$ cat src/rtl/caster_mem_pkg.sv
// Shared encodings for the caster framebuffer memory scheduler:
// command opcodes, FSM states and the word size.
package caster_mem_pkg;

    localparam logic [2:0] CMD_RD = 3'b001;
    localparam logic [2:0] CMD_WR = 3'b000;

    localparam int WORD_BYTES = 8;
    localparam int WORD_SHIFT = $clog2(WORD_BYTES);

    typedef enum logic [1:0] {
        IDLE    = 2'd0,
        ARB     = 2'd1,
        WR_DATA = 2'd2,
        CMD     = 2'd3
    } state_t;

endpackage

$ cat src/rtl/caster_mem_sched_if.sv
// MIG-style command port between the caster scheduler and the memory controller.
interface caster_mem_sched_if #(
    parameter int ADDR_W = 30
);
    logic              cmd_en;
    logic [2:0]        cmd_instr;
    logic [ADDR_W-1:0] cmd_addr;
    logic [5:0]        cmd_bl;
    logic              cmd_full;

    modport master (output cmd_en, cmd_instr, cmd_addr, cmd_bl, input cmd_full);
    modport slave  (input cmd_en, cmd_instr, cmd_addr, cmd_bl, output cmd_full);
endinterface

$ cat src/rtl/caster_mem_arb.sv
// Read/write grant logic: urgent writes win outright, otherwise the type
// granted last loses a tie.
module caster_mem_arb (
    input  logic clk,
    input  logic rst,
    input  logic decide,
    input  logic rd_elig,
    input  logic wr_elig,
    input  logic wr_urgent,
    output logic grant_rd,
    output logic grant_wr
);
    logic last_rd;

    assign grant_wr = decide && wr_elig && (wr_urgent || !rd_elig || last_rd);
    assign grant_rd = decide && rd_elig && !grant_wr;

    always_ff @(posedge clk or negedge rst) begin
        if (!rst)          last_rd <= 1'b0;
        else if (grant_rd) last_rd <= 1'b1;
        else if (grant_wr) last_rd <= 1'b0;
    end
endmodule

$ cat src/rtl/caster_mem_sched.sv
// Framebuffer burst scheduler: prefetches reads into the bi FIFO and writes
// the bo FIFO back in place, sharing one command port.
module caster_mem_sched
    import caster_mem_pkg::*;
#(
    parameter int ADDR_W      = 30,
    parameter int BASE_ADDR   = 0,
    parameter int BURST_LEN   = 16,
    parameter int FRAME_WORDS = 60000,
    parameter int FIFO_AW     = 9,
    parameter int WR_URGENT   = 128
) (
    input  logic               clk,
    input  logic               rst,
    input  logic               frame_start,
    input  logic               enable,
    input  logic [FIFO_AW-1:0] rd_fifo_space,
    input  logic               rd_data_valid,
    input  logic [FIFO_AW-1:0] wr_fifo_level,
    output logic               wr_xfer,
    input  logic               wr_xfer_done,
    caster_mem_sched_if.master cmd,
    output logic               frame_busy,
    output logic               err_late
);
    localparam int IW = $clog2(FRAME_WORDS + 1);
    localparam logic [IW-1:0]    FRAME_END = IW'(FRAME_WORDS);
    localparam logic [IW-1:0]    BURST_IDX = IW'(BURST_LEN);
    localparam logic [FIFO_AW:0] BURST_LVL = (FIFO_AW+1)'(BURST_LEN);
    localparam logic [FIFO_AW:0] URGENT_LVL = (FIFO_AW+1)'(WR_URGENT);

    state_t            state, state_nxt;
    logic [IW-1:0]     rd_idx, wr_idx, sel_idx;
    logic [FIFO_AW:0]  rd_inflight, rd_avail;
    logic [2:0]        instr_q;
    logic [ADDR_W-1:0] addr_q;
    logic              busy_q, late_q, xfer_q, restart_pend;
    logic              rd_elig, wr_elig, wr_urgent, frame_done, decide;
    logic              grant_rd, grant_wr, accept, restart, idle_start, inc, dec;

    // Unsigned at FIFO_AW+1 bits: space is assumed to cover outstanding reads.
    assign rd_avail   = {1'b0, rd_fifo_space} - rd_inflight;
    assign rd_elig    = (rd_idx < FRAME_END) && (rd_avail >= BURST_LVL);
    assign wr_elig    = (wr_idx < rd_idx) && ({1'b0, wr_fifo_level} >= BURST_LVL);
    assign wr_urgent  = {1'b0, wr_fifo_level} >= URGENT_LVL;
    assign frame_done = (rd_idx == FRAME_END) && (wr_idx == FRAME_END);
    assign decide     = (state == ARB) && enable && !frame_start && !frame_done;
    assign accept     = (state == CMD) && !cmd.cmd_full;
    assign idle_start = (state == IDLE) && frame_start && enable;
    // A restart seen during WR_DATA/CMD lands as the command retires.
    assign restart    = ((state == ARB) && frame_start) ||
                        (accept && (restart_pend || frame_start));
    assign inc        = accept && (instr_q == CMD_RD);
    assign dec        = rd_data_valid && ((rd_inflight != '0) || inc);
    assign sel_idx    = grant_rd ? rd_idx : wr_idx;

    caster_mem_arb u_arb (
        .clk, .rst, .decide, .rd_elig, .wr_elig, .wr_urgent, .grant_rd, .grant_wr
    );

    always_ff @(posedge clk or negedge rst) begin
        if (!rst) state <= IDLE;
        else      state <= state_nxt;
    end

    always_comb begin
        state_nxt = state;
        case (state)
            IDLE:    if (idle_start) state_nxt = ARB;
            ARB: begin
                if (grant_wr)                         state_nxt = WR_DATA;
                else if (grant_rd)                    state_nxt = CMD;
                else if (frame_done && !frame_start)  state_nxt = IDLE;
            end
            WR_DATA: if (wr_xfer_done) state_nxt = CMD;
            CMD:     if (accept)       state_nxt = ARB;
            default: state_nxt = IDLE;
        endcase
    end

    always_ff @(posedge clk or negedge rst) begin
        if (!rst) begin
            rd_idx       <= '0;
            wr_idx       <= '0;
            rd_inflight  <= '0;
            instr_q      <= CMD_WR;
            addr_q       <= '0;
            busy_q       <= 1'b0;
            late_q       <= 1'b0;
            xfer_q       <= 1'b0;
            restart_pend <= 1'b0;
        end else begin
            xfer_q <= grant_wr;
            if (grant_rd || grant_wr) begin
                instr_q <= grant_rd ? CMD_RD : CMD_WR;
                addr_q  <= ADDR_W'(BASE_ADDR) + (ADDR_W'(sel_idx) << WORD_SHIFT);
            end
            if (frame_start && busy_q) late_q <= 1'b1;
            if (idle_start) busy_q <= 1'b1;
            else if ((state == ARB) && frame_done && !frame_start) busy_q <= 1'b0;

            if (accept)
                restart_pend <= 1'b0;
            else if (frame_start && ((state == WR_DATA) || (state == CMD)))
                restart_pend <= 1'b1;

            if (restart || idle_start) begin
                rd_idx <= '0;
                wr_idx <= '0;
            end else if (accept) begin
                if (instr_q == CMD_RD) rd_idx <= rd_idx + BURST_IDX;
                else                   wr_idx <= wr_idx + BURST_IDX;
            end

            rd_inflight <= rd_inflight + (inc ? BURST_LVL : '0) - (FIFO_AW+1)'(dec);
        end
    end

    assign cmd.cmd_en    = (state == CMD);
    assign cmd.cmd_instr = instr_q;
    assign cmd.cmd_addr  = addr_q;
    assign cmd.cmd_bl    = 6'(BURST_LEN - 1);
    assign wr_xfer       = xfer_q;
    assign frame_busy    = busy_q;
    assign err_late      = late_q;
endmodule
$ cat src/flat_wrapper.sv
// flat-port wrapper written by rule: the top's interface ports become plain ports
module caster_mem_sched_flat import caster_mem_pkg::*;
#(
    parameter int ADDR_W      = 30,
    parameter int BASE_ADDR   = 0,
    parameter int BURST_LEN   = 16,
    parameter int FRAME_WORDS = 60000,
    parameter int FIFO_AW     = 9,
    parameter int WR_URGENT   = 128
)
  (clk, rst, frame_start, enable, rd_fifo_space, rd_data_valid, wr_fifo_level, wr_xfer, wr_xfer_done, frame_busy, err_late, cmd_cmd_en, cmd_cmd_instr, cmd_cmd_addr, cmd_cmd_bl, cmd_cmd_full);
  caster_mem_sched_if #(.ADDR_W(ADDR_W)) cmd_i ();
  input  logic clk;
  input  logic rst;
  input  logic frame_start;
  input  logic enable;
  input  logic [FIFO_AW-1:0] rd_fifo_space;
  input  logic rd_data_valid;
  input  logic [FIFO_AW-1:0] wr_fifo_level;
  output logic wr_xfer;
  input  logic wr_xfer_done;
  output logic frame_busy;
  output logic err_late;
  output wire logic [$bits(cmd_i.cmd_en)-1:0] cmd_cmd_en;
  output wire logic [$bits(cmd_i.cmd_instr)-1:0] cmd_cmd_instr;
  output wire logic [$bits(cmd_i.cmd_addr)-1:0] cmd_cmd_addr;
  output wire logic [$bits(cmd_i.cmd_bl)-1:0] cmd_cmd_bl;
  input wire logic [$bits(cmd_i.cmd_full)-1:0] cmd_cmd_full;
  assign cmd_cmd_en = cmd_i.cmd_en;
  assign cmd_cmd_instr = cmd_i.cmd_instr;
  assign cmd_cmd_addr = cmd_i.cmd_addr;
  assign cmd_cmd_bl = cmd_i.cmd_bl;
  assign cmd_i.cmd_full = cmd_cmd_full;
  caster_mem_sched #(.ADDR_W(ADDR_W), .BASE_ADDR(BASE_ADDR), .BURST_LEN(BURST_LEN), .FRAME_WORDS(FRAME_WORDS), .FIFO_AW(FIFO_AW), .WR_URGENT(WR_URGENT)) u_core (.clk(clk), .rst(rst), .frame_start(frame_start), .enable(enable), .rd_fifo_space(rd_fifo_space), .rd_data_valid(rd_data_valid), .wr_fifo_level(wr_fifo_level), .wr_xfer(wr_xfer), .wr_xfer_done(wr_xfer_done), .cmd(cmd_i), .frame_busy(frame_busy), .err_late(err_late));
endmodule
$ cat config.mk
export PLATFORM = sky130hd
export DESIGN_NAME = caster_mem_sched_flat
export DESIGN_NICKNAME = d
export VERILOG_FILES = /design/src/rtl/caster_mem_pkg.sv /design/src/rtl/caster_mem_sched_if.sv /design/src/rtl/caster_mem_arb.sv /design/src/rtl/caster_mem_sched.sv /design/src/flat_wrapper.sv
export SDC_FILE = /design/constraint.sdc
export NUM_CORES = 1
export LEC_CHECK = 0
export ABC_AREA = 1
export BUFFER_PORTS_ARGS = -buffer_cell sky130_fd_sc_hd__buf_4
export CAP_MARGIN = 10
export CORE_MARGIN = 3
export CORE_UTILIZATION = 45
export CTS_BUF_LIST = sky130_fd_sc_hd__clkbuf_16
export CTS_CLUSTER_SIZE = 28
export DETAILED_ROUTE_END_ITERATION = 12
export GPL_ROUTABILITY_DRIVEN = 0
export GPL_TIMING_DRIVEN = 0
export PLACE_DENSITY = 0.63
export SYNTH_ARGS = -nofsm -noshare
export SYNTH_HDL_FRONTEND = slang
export SYNTH_HIERARCHICAL = 1
export SYNTH_SLANG_ARGS = --single-unit
$ cat constraint.sdc
create_clock -name clk -period 3.3 [get_ports clk]
set_clock_uncertainty 0.2 [all_clocks]
set_input_delay 0.66 -clock clk [delete_from_list [all_inputs] [get_ports clk]]
set_output_delay 0.66 -clock clk [all_outputs]
set_load 0.02 [all_outputs]
==> results.json <==
{
  "die_h_um": 101,
  "vias": 3494,
  "layout-drive-gt1-share_pct": 16.3,
  "drt_iter0_drc": 176,
  "syn_inst": 527,
  "async_flop_share_pct": 100,
  "grt_max_degree": 55,
  "row_count": 33,
  "power_density_nw_per_um2": 767,
  "h-tree-depth": 2,
  "worstMarginPinSlew_ps": 700,
  "die_area_um2": 10100,
  "post_cts_buffers": 0,
  "cp_data_arrival_time_ps": 3010,
  "slew_headroom_pct": 53.3,
  "clk_root_buffer_cell": "clkbuf_16",
  "synth.ff_latch_count": 54,
  "cts_buffers": 5,
  "drcViolationCount": 0,
  "clkSinkCount": 54,
  "critPathMaxStageDelay_ps": 400,
  "whs_ps": 216,
  "wl_um": 9250,
  "crit_top_cell": "nand2_1",
  "drv_cap": 0,
  "cp_max_fo": 10,
  "track_usage_pct": 18.8,
  "critical_path.endpoint": "u_core/cmd.cmd_addr[10]",
  "nNetsFinal": 664,
  "layout_worst_path_cycle_share_pct": 92.1,
  "rr_startpoint": "u_core/state[0]",
  "peakVddDrop_v": 0.000518,
  "cts.path.max_buffers": 2,
  "routedWlPerCell_um": 13.2,
  "clk_pin_slew_worst_paths_ps": 70,
  "tritoncts": "built",
  "finalSetupViolCount": 0,
  "cp-start-kind": "input pin",
  "yosysSeqAreaShare_pct": 33.6,
  "dr.pass1.iters": 4,
  "path_cells": "buf_4 > inv_1 > ha_1 > inv_1 > fa_1 > nand2_1 > nand2_1 > nand2_1 > nand3_1 > nand2_1 > inv_1 > nand2_1 > nor2_1 > nor2_2 > nand3_2 > a21oi_2 > inv_1 > buf_4 > o22ai_1 > a21oi_1",
  "hpwl_um": 7190,
  "cp_slowest_cell": "fa_1",
  "cp-startpoint": "rd_fifo_space[0]",
  "antenna_found_initial": 0,
  "gr-total-overflow": 0,
  "grt_pass1_vias": 3207,
  "cp_data_required_time_ps": 3280,
  "area_delta_synth_final_pct": 16.5,
  "synth_area_leaders": "dfrtp_1 (34%), ha_1 (13%), nand2_1 (9.0%), inv_1 (8.0%), a21oi_1 (5.8%)",
  "ys.warnings.count": 6,
  "final_antenna_net_count": 0,
  "synth_top_area_cell": "dfrtp_1",
  "timing.rr.end": "u_core/rd_inflight[9]",
  "vias_per_cell": 4.98,
  "dpl-instance-area_um2": 4520,
  "port_buffers": 37,
  "synth-main-ff-cell": "dfrtp_1",
  "crit_type": "input pin to flop",
  "yosysMostFrequentCell": "nand2_1",
  "rr_worst_depth": 16,
  "core-area_um2": 8460,
  "rsz0062_at_grt": "false",
  "outcome": "complete, no violations",
  "finalHoldViolations": 0,
  "synth_edf_count": 0,
  "synth.top_cell.area_share_pct": 33.6,
  "ioPinCount": 68,
  "antenna_cells": 0,
  "p_leak_nw": 2.45,
  "hold_class": "input pin to asynchronous set/reset pin",
  "initial_utilization_pct": 47.5,
  "synthTopCellsByCount": "nand2_1 (96), inv_1 (86), dfrtp_1 (54)",
  "grt_pass1_wl_um": 15200,
  "syn_avg_cell_area_um2": 7.63,
  "max_freq_ghz": 0.329,
  "yosysUniqueCellTypes": 40,
  "die_x_um": 101,
  "design_area_um2": 4680,
  "slew_viol_final": 0,
  "post-route-util_pct": 55.3,
  "cp-end-kind": "flop",
  "synth_area_um2": 4020,
  "clk_latency_ps": 290,
  "reg2reg_slack_ps": 360,
  "period_needed_ps": 3040
}
[area by class of cell]
cell class,instances,area [um2]
repair buffers,37,278
clock inverters,3,16.3
inverters,90,340
fillers,793,3780
multi-input cells,376,2200
plain buffers,31,240
well taps,105,131
flip-flops and latches,54,1350
clock buffers,5,125
[layout by cell type, fill, tap and decap left out, types with 2 or more instances in the layout]
| cell | synthesis | layout |
|---|---|---|
| nand2_1 | 96 | 96 |
| conb_1 | 2 | 26 |
| fa_1 | 2 | 2 |
| dfrtp_1 | 54 | 54 |
| nand3b_1 | 2 | 2 |
| nand3_2 | 2 | 2 |
| clkbuf_16 | 0 | 5 |
| o22ai_1 | 12 | 12 |
| nor3_1 | 10 | 10 |
| inv_1 | 86 | 84 |
| a21o_1 | 2 | 2 |
| xor2_1 | 9 | 9 |
| a21oi_1 | 47 | 46 |
| nand2_2 | 4 | 4 |
| nand4_1 | 13 | 13 |
| nor2_4 | 2 | 2 |
| nor2_2 | 3 | 4 |
| o211ai_1 | 2 | 2 |
| nor3b_1 | 2 | 2 |
| o21a_1 | 2 | 2 |
| o21ai_1 | 11 | 11 |
| ha_1 | 42 | 42 |
| clkinv_1 | 0 | 2 |
| o21ai_0 | 15 | 15 |
| buf_6 | 1 | 2 |
| nor2_1 | 34 | 33 |
| inv_2 | 3 | 5 |
| buf_4 | 27 | 66 |
| nand3_1 | 27 | 27 |
[logic make-up (layout without fill, tap and decap cells)]
kind of cell,Yosys count,in the layout,synth area share (%)
other,2,26,0.187
buffers and inverters,121,166,14.1
adders and majority gates,44,44,14.1
xor gates and xnor gates,10,10,2.18
DFF,54,54,33.6
AOI/OAI and AO/OA,98,98,13.4
and+or+nand+nor,198,198,22.5
[state kept, by name (all words and copies together), names as in the netlist]
name	cells
u_core/cmd.cmd_instr	1
u_core/wr_idx	12
u_core/cmd.cmd_addr	12
u_core/state	2
u_core/err_late	1
u_core/restart_pend	1
u_core/u_arb/last_rd	1
u_core/rd_inflight	10
u_core/frame_busy	1
u_core/rd_idx	12
u_core/wr_xfer	1
[power breakdown]
| part | internal [mW] | switching (mW) |
|---|---|---|
| registers | 0.870 | 0.129 |
| logic | 0.831 | 1.24 |
| clock network | 0.278 | 0.238 |
| total | 1.98 | 1.61 |
[worst max-delay path: cells and delay by family]
family                   cells  cell delay [ps]
buffers and inverters        6              610
AND/OR/NAND/NOR              9              790
adder cells (fa/ha/maj)      2              540
AO/OA/AOI/OAI                3              410
[worst min path at each step]
stage                                    to  cells after the start
finish              u_core/cmd.cmd_addr[18]                      1
global route        u_core/cmd.cmd_addr[18]                      1
CTS                       u_core/rd_idx[15]                      1
detailed placement          u_core/err_late                      1
global placement            u_core/err_late                      1
floorplan           u_core/cmd.cmd_addr[10]                      0
[layer usage]
layer | track usage (%) | vias up | routed length [um]
li1 | - | 1811 | -
met2 | 29.3 | 94 | 4160
met5 | 0 | - | 0
met1 | 27.6 | 1581 | 4560
met4 | 5.08 | 0 | 120
met3 | 2.42 | 8 | 411
[timing repair]
action                                  in CTS  in global routing
hold buffers                                 0                  0
gates resized for setup                      4                 13
endpoints found under the setup margin      10                 14
[metrics by stage]
step	TNS, ps	worst slack (ps)	total power [mW]	cells
6_report	0	262	3.59	701
3_3_place_gp	-4300	-410	3.03	693
2_1_floorplan	0	225	2.53	551
3_5_place_dp	-5360	-496	3.07	693
4_1_cts	0	29.0	3.60	701
5_1_grt	0	3.54	3.96	701
(Power assumes the default switching activity.)
